### config.mk
export PLATFORM = sky130hd
export DESIGN_NAME = systolic_column_accumulator
export DESIGN_NICKNAME = d
export VERILOG_FILES = /design/src/rtl/systolic_column_accumulator.sv
export SDC_FILE = /design/constraint.sdc
export NUM_CORES = 1
export LEC_CHECK = 0
export CORE_AREA = 2 2 148 150
export DETAILED_ROUTE_END_ITERATION = 12
export DIE_AREA = 0 0 150 152
export DONT_BUFFER_PORTS = 1
export HOLD_SLACK_MARGIN = 0.1
export PLACE_DENSITY = 0.67
export SYNTH_ARGS = -nofsm -noshare
export SYNTH_HDL_FRONTEND = slang
export SYNTH_SLANG_ARGS = --single-unit
### constraint.sdc
create_clock -name clk_in -period 3.9 [get_ports clk_in]
set_input_delay 0.585 -clock clk_in [delete_from_list [all_inputs] [get_ports clk_in]]
set_output_delay 0.585 -clock clk_in [all_outputs]
set_load 0.02 [all_outputs]
### src/rtl/systolic_column_accumulator.sv
// Accumulates a systolic column's bottom-row partial sums across K tiles, then saturates and queues results.
// Optional saturation counter enabled with `define SYSTOLIC_ACCUMULATOR_SAT_COUNT_EN.
module systolic_column_accumulator #(
  parameter int FIXED_POINT_WIDTH = 16,
  parameter int PARTIAL_SUM_WIDTH = 17,
  parameter int NUM_ROWS          = 4,
  parameter int TILE_COUNT_WIDTH  = 8,
  parameter int FIFO_DEPTH        = 4
) (
  input  logic                                clk_in,
  input  logic                                reset_n_in,
  input  logic                                start_in,
  input  logic [TILE_COUNT_WIDTH-1:0]         num_tiles_in,
  input  logic                                partial_sum_valid_in,
  input  logic signed [PARTIAL_SUM_WIDTH-1:0] partial_sum_in,
  output logic                                partial_sum_ready_out,
  output logic                                result_valid_out,
  output logic signed [FIXED_POINT_WIDTH-1:0] result_out,
  input  logic                                result_ready_in,
  output logic                                busy_out,
  output logic                                done_out
`ifdef SYSTOLIC_ACCUMULATOR_SAT_COUNT_EN
  ,
  output logic [15:0]                         saturation_count_out
`endif
);

  localparam int ACC_WIDTH = PARTIAL_SUM_WIDTH + TILE_COUNT_WIDTH;
  localparam int ROW_W     = (NUM_ROWS > 1) ? $clog2(NUM_ROWS) : 1;
  localparam int PTR_W     = $clog2(FIFO_DEPTH);
  localparam int CNT_W     = PTR_W + 1;

  localparam logic [0:0] S_IDLE  = 1'b0;
  localparam logic [0:0] S_ACCUM = 1'b1;

  localparam logic [ROW_W-1:0]            LAST_ROW  = ROW_W'(NUM_ROWS - 1);
  localparam logic [CNT_W-1:0]            FIFO_FULL = CNT_W'(FIFO_DEPTH);
  localparam logic [TILE_COUNT_WIDTH-1:0] TILE_ONE  = TILE_COUNT_WIDTH'(1);
  localparam logic signed [ACC_WIDTH-1:0] SAT_MAX =
    {{(ACC_WIDTH-FIXED_POINT_WIDTH+1){1'b0}}, {(FIXED_POINT_WIDTH-1){1'b1}}};
  localparam logic signed [ACC_WIDTH-1:0] SAT_MIN =
    {{(ACC_WIDTH-FIXED_POINT_WIDTH+1){1'b1}}, {(FIXED_POINT_WIDTH-1){1'b0}}};

  logic [0:0]                        r_state;
  logic [TILE_COUNT_WIDTH-1:0]       r_num_tiles;
  logic [TILE_COUNT_WIDTH-1:0]       r_tile_idx;
  logic [ROW_W-1:0]                  r_row_idx;
  logic signed [ACC_WIDTH-1:0]       r_acc      [NUM_ROWS];
  logic signed [FIXED_POINT_WIDTH-1:0] r_fifo_mem [FIFO_DEPTH];
  logic [PTR_W-1:0]                  r_wr_ptr;
  logic [PTR_W-1:0]                  r_rd_ptr;
  logic [CNT_W-1:0]                  r_fifo_count;

  logic                              w_start_ok;
  logic                              w_last_tile;
  logic                              w_last_row;
  logic                              w_accept;
  logic                              w_push;
  logic                              w_pop;
  logic signed [ACC_WIDTH-1:0]       w_ps_ext;
  logic signed [ACC_WIDTH-1:0]       w_acc_next;
  logic signed [FIXED_POINT_WIDTH-1:0] w_sat;
  logic                              w_clamped;

  assign w_start_ok  = (r_state == S_IDLE) && start_in && (num_tiles_in != '0);
  assign w_last_tile = (r_tile_idx == r_num_tiles - TILE_ONE);
  assign w_last_row  = (r_row_idx == LAST_ROW);

  // Ready depends only on registered FIFO occupancy, so a same-cycle pop never frees a slot.
  assign partial_sum_ready_out = (r_state == S_ACCUM) && (!w_last_tile || (r_fifo_count < FIFO_FULL));
  assign w_accept = partial_sum_valid_in && partial_sum_ready_out;
  assign w_push   = w_accept && w_last_tile;
  assign w_pop    = result_valid_out && result_ready_in;

  assign busy_out         = (r_state == S_ACCUM);
  assign done_out         = w_push && w_last_row;
  assign result_valid_out = (r_fifo_count != '0);
  assign result_out       = r_fifo_mem[r_rd_ptr];

  assign w_ps_ext   = {{TILE_COUNT_WIDTH{partial_sum_in[PARTIAL_SUM_WIDTH-1]}}, partial_sum_in};
  assign w_acc_next = (r_tile_idx == '0) ? w_ps_ext : r_acc[r_row_idx] + w_ps_ext;

  // NOTE: every output gets a default before the branches so no latch is inferred.
  always_comb begin
    w_sat     = w_acc_next[FIXED_POINT_WIDTH-1:0];
    w_clamped = 1'b0;
    if (w_acc_next > SAT_MAX) begin
      w_sat     = SAT_MAX[FIXED_POINT_WIDTH-1:0];
      w_clamped = 1'b1;
    end else if (w_acc_next < SAT_MIN) begin
      w_sat     = SAT_MIN[FIXED_POINT_WIDTH-1:0];
      w_clamped = 1'b1;
    end
  end

  // NOTE: sequential state uses non-blocking assignments so all registers update from pre-edge values.
  always_ff @(posedge clk_in or negedge reset_n_in) begin
    if (!reset_n_in) begin
      r_state     <= S_IDLE;
      r_num_tiles <= '0;
      r_tile_idx  <= '0;
      r_row_idx   <= '0;
    end else if (r_state == S_IDLE) begin
      if (w_start_ok) begin
        r_state     <= S_ACCUM;
        r_num_tiles <= num_tiles_in;
        r_tile_idx  <= '0;
        r_row_idx   <= '0;
      end
    end else if (w_accept) begin
      if (w_last_row) begin
        r_row_idx  <= '0;
        r_tile_idx <= r_tile_idx + TILE_ONE;
        if (w_last_tile) r_state <= S_IDLE;
      end else begin
        r_row_idx <= r_row_idx + ROW_W'(1);
      end
    end
  end

  // NOTE: accumulator bank and FIFO storage are reset so result_out reads 0 out of reset.
  always_ff @(posedge clk_in or negedge reset_n_in) begin
    if (!reset_n_in) begin
      for (int i = 0; i < NUM_ROWS; i++) r_acc[i] <= '0;
    end else if (w_accept) begin
      r_acc[r_row_idx] <= w_acc_next;
    end
  end

  always_ff @(posedge clk_in or negedge reset_n_in) begin
    if (!reset_n_in) begin
      for (int i = 0; i < FIFO_DEPTH; i++) r_fifo_mem[i] <= '0;
      r_wr_ptr     <= '0;
      r_rd_ptr     <= '0;
      r_fifo_count <= '0;
    end else begin
      if (w_push) begin
        r_fifo_mem[r_wr_ptr] <= w_sat;
        r_wr_ptr             <= r_wr_ptr + PTR_W'(1);
      end
      if (w_pop) r_rd_ptr <= r_rd_ptr + PTR_W'(1);
      if (w_push && !w_pop)      r_fifo_count <= r_fifo_count + CNT_W'(1);
      else if (w_pop && !w_push) r_fifo_count <= r_fifo_count - CNT_W'(1);
    end
  end

`ifdef SYSTOLIC_ACCUMULATOR_SAT_COUNT_EN
  logic [15:0] r_sat_count;

  always_ff @(posedge clk_in or negedge reset_n_in) begin
    if (!reset_n_in) begin
      r_sat_count <= '0;
    end else if (w_start_ok) begin
      r_sat_count <= '0;
    end else if (w_push && w_clamped && (r_sat_count != 16'hFFFF)) begin
      r_sat_count <= r_sat_count + 16'd1;
    end
  end

  assign saturation_count_out = r_sat_count;
`endif

endmodule

==> results of run 1 <==
==> cell usage after synthesis, drive strengths merged (2+ instances only) <==
cell type,number
fa,2
nand2,163
or3,2
dfrtp,190
nor4,9
a21o,8
ha,36
nand3,8
nand4,11
nand2b,12
o211ai,4
o21a,6
o31ai,2
clkbuf,36
buf,30
o21bai,3
a211oi,4
o21ai,131
a221oi,2
mux2i,6
nor2b,7
mux4,41
inv,23
nor3,14
and3,11
mux2,7
xnor2,19
a31oi,4
and2,10
nor2,94
xor2,22
o211a,2
nor4b,2
a21oi,96
==> metrics by stage <==
stage	setup WS, ps	cells	cell area [sq um]	util, %	TNS (ps)
2_1_floorplan	35.41	1036	10500	-	0
3_3_place_gp	-57.98	1327	11180	52.37	-2387
3_5_place_dp	-143.3	1327	11180	52.37	-6726
4_1_cts	1.451	1363	11900	55.75	0
5_1_grt	-266.0	1378	12530	58.67	-12160
6_report	-76.03	1378	12530	58.67	-1541
==> area by class of cell <==
class	instances	area (sq um)	share of cell area [%]
Multi-Input combinational cell	757	5824	46.50
Sequential cell	190	4756	37.97
Timing Repair Buffer	96	927.1	7.402
Clock buffer	19	452.9	3.616
Tap cell	280	350.3	2.797
Clock inverter	13	128.9	1.029
Inverter	23	86.33	0.6892
==> routing by layer <==
metal,vias up,wire [um],global-route usage [%]
met3,28,1523,4.324
met5,-,0,0
met2,171,12300,35.42
met4,0,271,5.121
met1,3884,11360,31.74
li1,3737,-,-
==> cell families after synthesis <==
family          synth area share (%)
flops                          45.36
xor+xnor                       3.497
buf+inv                        4.166
compound gates                 16.19
simple gates                   15.98
mux                            10.13
fa+ha+maj                      4.679
==> critical path, delay by kind of cell (launching register included) <==
| family | cells | cell delay, ps |
|---|---|---|
| AOI/OAI and AO/OA | 5 | 1330 |
| adders and majority gates | 1 | 390 |
| muxes | 1 | 490 |
| buffers and inverters | 7 | 920 |
| DFF | 1 | 450 |
| and+or+nand+nor | 3 | 300 |
==> repair_timing <==
action | in CTS | in global routing
endpoints found under the setup margin | 60 | 60
pin swaps | 8 | 42
setup buffers | 4 | 11
cloned | 0 | 4
resized for setup | 18 | 82
hold endpoints to repair | 190 | 190
==> path summary, 6_finish.rpt <==
path | cells past startpoint | slack (ps) | startpoint | to
hold reg to reg | 2 | 480 | r_acc[97]$_DFFE_PN0P_ | r_acc[97]$_DFFE_PN0P_
min in group clk_in | 2 | 270 | num_tiles_in[1] | r_num_tiles[1]$_DFFE_PN0P_
setup reg to reg | 17 | -80 | r_row_idx[0]$_DFFE_PN0P_ | r_fifo_mem[45]$_DFFE_PN0P_
hold / removal | 0 | -140 | reset_n_in | r_acc[13]$_DFFE_PN0P_
setup / recovery | 17 | -80 | r_row_idx[0]$_DFFE_PN0P_ | r_fifo_mem[45]$_DFFE_PN0P_
max in group asynchronous | 0 | 3640 | reset_n_in | r_row_idx[0]$_DFFE_PN0P_
==> state kept, by name, indices dropped and copies added, names as in the netlist <==
| name | cells |
|---|---|
| busy_out | 1 |
| r_acc | 100 |
| r_fifo_count | 3 |
| r_fifo_mem | 64 |
| r_num_tiles | 8 |
| r_rd_ptr | 2 |
| r_row_idx | 2 |
| r_tile_idx | 8 |
| r_wr_ptr | 2 |
==> metrics.cfg, run 1 <==
[synthesis]
syn-cell-area_sq_um=10480
yosysSeqAreaShare_pct=45.36
yosys.area.top_type=dfrtp_1
syn_area_per_cell_sq_um=10.12
ys_ff_latch=190
synth_cells=1036
synthArstFlopShare_pct=100.0
yosys_warnings=0
synth.distinct_cells=74
yosysTopAreaCellShare_pct=45.36
synth_nets=1104
synth_edf_count=0
synth_flop_cell=dfrtp_1
synth_area_leaders=dfrtp_1 45%, mux4_2 8.8%, o21ai_0 6.1%

[sta]
worstMarginPinSlew_ps=1006
layout_min_cycle_time_ps=3976
final.setup.worst_slack_ps=-76.03
rsz0062_at_grt=yes
hold_slack_ps=-143.6
period_share_pct=101.9
slew_violations=0
fin_skew_ps=8.506
finalSetupViolations=42
max_freq_ghz=0.2515
max_slew_margin_pct=32.92
hold_viol=190

[worst_setup_path]
cp_max_fo=8
cp_slowest_cell=mux4_2
crit_chain=buf_12 > buf_12 > buf_4 > mux4_2 > ha_1 > nand4_1 > inv_1 > a221oi_2 > o2111a_1 > nor4_4 > buf_4 > a2111oi_4 > a21o_2 > buf_12 > buf_12 > nand2b_4 > a21oi_2
timing.critical_path.mode_cell=buf_12
max_stage_delay_ps=490
cp_data_required_time_ps=4260
crit_arrival_ps=4340
endpoint_kind=flip-flop
setup.worst_path.start_class=flip-flop
path_class=flip-flop to flip-flop

[global_routing]
grt_use_total_pct=22.26
grt_pass1_wl_mm=40.26
grt_antenna_before_repair=0
grt_pass1_vias=7692
grt_max_degree=191
gr-total-overflow=0

[final_layout]
nFillCells=1783
antenna_cells=0
fin_nets=1153
layout_common_cells=189 x dfrtp_1, 156 x nand2_1, 123 x o21ai_0
final_common_cell=dfrtp_1
syn_to_final_growth_pct=19.49
drive_above_1_share_pct=28.14

[routing]
via_per_inst=5.675
remaining_drc_errors=0
wl_mm=25.46
antenna_left=0
routedWlPerCell_um=18.48
first_pass_iters=5
first_iter_violations=518
num_vias=7820

[clock_tree]
cts_buffers=17
cts_tree=built
clk_latency_ps=430
clk_pin_slew_ps=70
cts_sinks=190
cts.htree.levels=4
cts_buffer_depth=2
cts_root_buf=clkbuf_16

[status]
violations=negative hold slack, negative setup slack
status=finished, violations left

[floorplanning]
floorplan.initialDensity_pct=49.10
pin_count=50
dieArea_sq_um=22800
die_x_um=150
rows=54
core_sq_um=21350
fp.dieH_um=152

[place]
io_buffers=0
gp_congestion=0.8921
dpl.hpwl_mm=16.18

[worst_hold_path]
hold_path.class=input pin to asynchronous set/reset pin

[flow_run]
cap_violations=0

Power of run 1 is left out: the tool's default activity adds up to more than one toggle a clock period on the data nets, which glitch-free logic cannot reach.
==> run 2: changes to the inputs <==
--- a/config.mk
+++ b/config.mk
@@ -10,7 +10,7 @@
 export DIE_AREA = 0 0 150 152
 export DONT_BUFFER_PORTS = 1
 export HOLD_SLACK_MARGIN = 0.1
-export PLACE_DENSITY = 0.67
+export PLACE_DENSITY = 0.76
 export SYNTH_ARGS = -nofsm -noshare
 export SYNTH_HDL_FRONTEND = slang
 export SYNTH_SLANG_ARGS = --single-unit
==> metrics.cfg, run 2 (synthesis results as in run 1) <==
[global_routing]
grt_use_total_pct=22.22  ; -0.039 points
grt_pass1_vias=7956  ; +3.4%
grt_max_degree=191  ; unchanged
grt_pass1_wl_mm=40.37  ; +0.27%
grt_antenna_before_repair=0  ; unchanged
gr-total-overflow=0  ; unchanged

[routing]
via_per_inst=5.914  ; +4.2%
antenna_left=0  ; unchanged
remaining_drc_errors=0  ; unchanged
wl_mm=25.91  ; +1.8%
first_iter_violations=732  ; +41%
routedWlPerCell_um=19.05  ; +3.1%
num_vias=8043  ; +2.9%
first_pass_iters=5  ; unchanged

[clock_tree]
cts_buffers=17  ; unchanged
cts_root_buf=clkbuf_16
cts.htree.levels=4  ; unchanged
clk_pin_slew_ps=80  ; about the same
clk_latency_ps=460  ; +30 ps
cts_sinks=190  ; unchanged
cts_tree=built
cts_buffer_depth=2  ; unchanged

[floorplanning]
rows=54  ; unchanged
core_sq_um=21350  ; unchanged
floorplan.initialDensity_pct=49.10  ; unchanged
pin_count=50  ; unchanged
fp.dieH_um=152  ; unchanged
dieArea_sq_um=22800  ; unchanged
die_x_um=150  ; unchanged

[worst_setup_path]
timing.rr.end=r_fifo_mem[7]$_DFFE_PN0P_
ff2ff_path_depth=15  ; -2
r2r_start=r_row_idx[0]$_DFFE_PN0P_
path_class=flip-flop to flip-flop
cp_data_required_time_ps=4250  ; about the same
crit_arrival_ps=4240  ; -100 ps
cp_max_fo=8  ; unchanged
endpoint_kind=flip-flop
setup.worst_path.start_class=flip-flop
regToRegSetupSlack_ps=10  ; +90 ps

[final_layout]
syn_to_final_growth_pct=17.63
multi_input_area_sq_um=5789  ; -0.60%
drive_above_1_share_pct=27.13  ; -1.0 points
regArea_sq_um=4756  ; unchanged
regMostFlops=r_acc
antenna_cells=0  ; unchanged
layout_common_cells=189 x dfrtp_1, 157 x nand2_1, 123 x o21ai_0
reg_top3=r_acc: 100 flops, r_fifo_mem: 64 flops
largest_register_ffs=100  ; unchanged
nFillCells=1748  ; -2.0%
final_common_cell=dfrtp_1
final_util_pct=57.75  ; -0.91 points
fin_area_sq_um=12330  ; -1.6%
fin_nets=1135  ; -1.6%

[sta]
hold_slack_ps=-181.2  ; -37.53 ps
layout_min_cycle_time_ps=3889  ; -86.87 ps
hold_viol=190  ; unchanged
max_slew_margin_pct=38.65  ; +5.7 points
period_share_pct=99.72  ; -2.2 points
worstMarginPinSlew_ps=920.3  ; -85.86 ps
slew_violations=0  ; unchanged
finalSetupViolations=0  ; -100%
fin_skew_ps=14.91  ; +6.404 ps
max_freq_ghz=0.2571  ; +2.2%
rsz0062_at_grt=yes

[place]
gp_congestion=0.9252  ; +3.7%
place_area_sq_um=11030  ; -1.4%
dpl.hpwl_mm=15.95  ; -1.4%
io_buffers=0  ; unchanged

[status]
status=finished, violations left
violations=negative hold slack

[flow_run]
cap_violations=0  ; unchanged

[worst_hold_path]
hold_path.class=input pin to asynchronous set/reset pin

## run 2: cell count changes in the layout (fill, tap and decap cells not counted), moves of 3 or more
cell / change
buf_4: -15
a21oi_2: +8
a21oi_1: -6
ha_1: +4
ha_4: -4
clkinvlp_4: -3
inv_8: +3
## run 2: metrics by stage
step                      TNS (ps)  instances  setup slack, ps
after floorplan                  0       1036            35.41
after global placement      -267.3       1310           -27.76
after detailed placement    -824.0       1310           -60.59
after CTS                   -65.58       1342           -19.25
after global routing         -3324       1360           -92.20
final                            0       1360            10.84
## run 2: layout make-up
class	count	area share, %
Tap cell	280	2.841
Inverter	23	0.7002
Clock buffer	18	3.480
Sequential cell	190	38.57
Clock inverter	14	1.157
Multi-Input combinational cell	757	46.95
Timing Repair Buffer	78	6.301
## run 2: worst max path at each step
stage / start / endpoint / slack [ps] / cells past startpoint
after floorplan: r_row_idx[0]$_DFFE_PN0P_ / r_fifo_mem[17]$_DFFE_PN0P_ / 40 / 15
after global placement: r_row_idx[0]$_DFFE_PN0P_ / r_fifo_mem[1]$_DFFE_PN0P_ / -30 / 16
after detailed placement: r_row_idx[0]$_DFFE_PN0P_ / r_fifo_mem[34]$_DFFE_PN0P_ / -60 / 16
after CTS: r_row_idx[0]$_DFFE_PN0P_ / r_fifo_mem[34]$_DFFE_PN0P_ / -20 / 16
after global routing: r_row_idx[0]$_DFFE_PN0P_ / r_fifo_mem[12]$_DFFE_PN0P_ / -90 / 15
final: r_row_idx[0]$_DFFE_PN0P_ / r_fifo_mem[7]$_DFFE_PN0P_ / 10 / 15
## run 2: what timing repair did
action                                  in CTS  in global routing
setup buffers                                0                 14
cloned                                       0                  5
endpoints found under the setup margin      60                 60
pin swaps                                    1                 49
gates resized for setup                      9                 85
hold endpoints to repair                   190                190
## run 2: per-layer routing
layer,wire (um),vias up,part of all wire [%],track usage (%)
met5,0,-,0,0
met4,529,0,2.0,6.783
met3,1785,49,6.9,4.144
met2,12630,262,49,35.83
met1,10960,4025,42,30.68
li1,-,3707,-,-
## run 2: critical path, cell delays in order (launching register included)
cell and delay [ps]:
dfrtp_2 420, clkbuf_16 200, mux4_2 560, ha_4 320, nand2_1 90, nor4_2 320
a311oi_2 90, buf_4 160, o21a_4 140, o2111a_1 270, nor4_4 230, nand4_1 200
o21a_4 290, nor2b_4 240, clkbuf_16 200, a21oi_2 50
Power of run 2 is left out for the same reason.
==> run 3: changes to the inputs <==
--- a/config.mk
+++ b/config.mk
@@ -5,10 +5,12 @@
 export SDC_FILE = /design/constraint.sdc
 export NUM_CORES = 1
 export LEC_CHECK = 0
+export ABC_CLOCK_PERIOD_IN_PS = 3900
 export CORE_AREA = 2 2 148 150
 export DETAILED_ROUTE_END_ITERATION = 12
 export DIE_AREA = 0 0 150 152
 export DONT_BUFFER_PORTS = 1
+export GPL_TIMING_DRIVEN = 0
 export HOLD_SLACK_MARGIN = 0.1
 export PLACE_DENSITY = 0.76
 export SYNTH_ARGS = -nofsm -noshare
==> metrics.cfg, run 3 (synthesis results as in run 1) <==
[sta]
hold_slack_ps=-172.9  ; +8.255 ps
layout_min_cycle_time_ps=3976  ; +86.84 ps
hold_viol=190  ; unchanged
final.setup.worst_slack_ps=-76.00  ; -86.84 ps
worstMarginPinSlew_ps=940.2  ; +19.94 ps
period_share_pct=101.9  ; +2.2 points
fin_skew_ps=11.13  ; -3.778 ps
finalSetupViolations=26  ; +26
max_freq_ghz=0.2515  ; -2.2%
slew_violations=0  ; unchanged
max_slew_margin_pct=37.32  ; -1.3 points
rsz0062_at_grt=yes

[place]
dpl.hpwl_mm=17.92  ; +12%
gp_congestion=0.9198  ; -0.58%
io_buffers=0  ; unchanged

[global_routing]
grt_antenna_before_repair=1  ; +1
grt_pass1_wl_mm=43.97  ; +8.9%
grt_use_total_pct=24.44  ; +2.2 points
grt_pass1_vias=8441  ; +6.1%
grt_max_degree=191  ; unchanged
gr-total-overflow=0  ; unchanged

[status]
violations=negative hold slack, negative setup slack
status=finished, violations left

[worst_setup_path]
cp_slowest_cell=mux4_2
max_stage_delay_ps=540  ; -20 ps
crit_arrival_ps=4310  ; +70 ps
endpoint_kind=flip-flop
path_class=flip-flop to flip-flop
setup.worst_path.start_class=flip-flop
crit_buf_inv=6  ; +3
crit_family=compound AO/OA/AOI/OAI gates
cp_data_required_time_ps=4240  ; about the same
crit_chain=buf_6 > buf_6 > buf_16 > mux4_2 > ha_4 > and3_4 > nand2_1 > a21o_1 > o21a_4 > o2111a_1 > nor4_4 > buf_4 > a2111oi_4 > a21o_4 > buf_12 > buf_12 > nand2b_4 > a21oi_1
cp_max_fo=6  ; -2

[clock_tree]
cts_root_buf=clkbuf_16
cts.htree.levels=4  ; unchanged
cts_sinks=190  ; unchanged
cts_buffers=17  ; unchanged
clk_latency_ps=450  ; about the same
cts_tree=built
clk_pin_slew_ps=80  ; about the same
cts_buffer_depth=2  ; unchanged

[floorplanning]
core_sq_um=21350  ; unchanged
fp.dieH_um=152  ; unchanged
floorplan.initialDensity_pct=49.10  ; unchanged
rows=54  ; unchanged
pin_count=50  ; unchanged
dieArea_sq_um=22800  ; unchanged
die_x_um=150  ; unchanged

[final_layout]
largest_register_ffs=100  ; unchanged
regMostFlops=r_acc
layout_common_cells=189 x dfrtp_1, 158 x nand2_1, 122 x o21ai_0
syn_to_final_growth_pct=17.08
fin_nets=1152  ; +1.5%
antenna_cells=0  ; unchanged
drive_above_1_share_pct=23.43  ; -3.7 points
reg_top3=r_acc: 100 flops, r_fifo_mem: 64 flops
final_common_cell=dfrtp_1

[routing]
routedWlPerCell_um=19.60  ; +2.9%
via_per_inst=5.985  ; +1.2%
num_vias=8242  ; +2.5%
remaining_drc_errors=0  ; unchanged
first_iter_violations=890  ; +22%
antenna_left=0  ; unchanged
first_pass_iters=5  ; unchanged
wl_mm=26.99  ; +4.2%

[flow_run]
cap_violations=0  ; unchanged

[worst_hold_path]
hold_path.class=input pin to asynchronous set/reset pin

[run 3: changes by cell type in the layout (fill, tap and decap cells not counted), sizes merged]
cell | before | now
clkbuf | 23 | 50
clkinv | 5 | 8
clkinvlp | 1 | 0
bufinv | 0 | 1
buf | 73 | 62
inv | 31 | 29
[run 3: worst paths after layout]
check                                          from                          to  slack (ps)  cells past startpoint
setup / recovery           r_row_idx[0]$_DFFE_PN0P_  r_fifo_mem[22]$_DFFE_PN0P_         -80                     18
max in group asynchronous                reset_n_in  r_fifo_mem[59]$_DFFE_PN0P_        3690                      0
hold reg to reg               r_acc[23]$_DFFE_PN0P_       r_acc[23]$_DFFE_PN0P_         480                      2
hold / removal                           reset_n_in  r_num_tiles[0]$_DFFE_PN0P_        -170                      0
min in group clk_in                 num_tiles_in[1]  r_num_tiles[1]$_DFFE_PN0P_         250                      2
setup reg to reg           r_row_idx[0]$_DFFE_PN0P_  r_fifo_mem[22]$_DFFE_PN0P_         -80                     18
[run 3: final cells by class]
type	instances	area [sq um]
fill	1746	9077
clock buffer	17	425.4
clock inverter	15	193.9
buffer	62	416.7
timing repair buffer	33	307.8
inverter	23	86.33
sequential	190	4756
tap	280	350.3
multi-input combinational	757	5737
[run 3: what timing repair did]
item / in CTS / in global routing
cloned: 2 / 0
resized for setup: 58 / 44
hold endpoints to repair: 190 / 190
endpoints found under the setup margin: 80 / 61
pin swaps: 22 / 22
setup buffers: 24 / 8
[run 3: per-layer routing]
metal / global-route usage, % / vias up / share of wire [%]
li1: - / 3741 / -
met1: 33.63 / 4125 / 41
met2: 38.12 / 314 / 49
met3: 5.676 / 60 / 7.1
met4: 8.805 / 2 / 2.4
met5: 0 / - / 0.063
[run 3: per-stage QoR]
| step | cells | cell area [sq um] | util [%] | TNS [ps] | worst slack, ps |
|---|---|---|---|---|---|
| 2_1_floorplan | 1036 | 10500 | - | 0 | 35.41 |
| 3_3_place_gp | 1316 | 10850 | 50.83 | -51280 | -840.0 |
| 3_5_place_dp | 1316 | 10850 | 50.83 | -53120 | -883.7 |
| 4_1_cts | 1371 | 12020 | 56.29 | 0 | 1.452 |
| 5_1_grt | 1377 | 12270 | 57.48 | -6823 | -191.0 |
| 6_report | 1377 | 12270 | 57.48 | -1130 | -76.00 |
Power of run 3 is left out for the same reason.
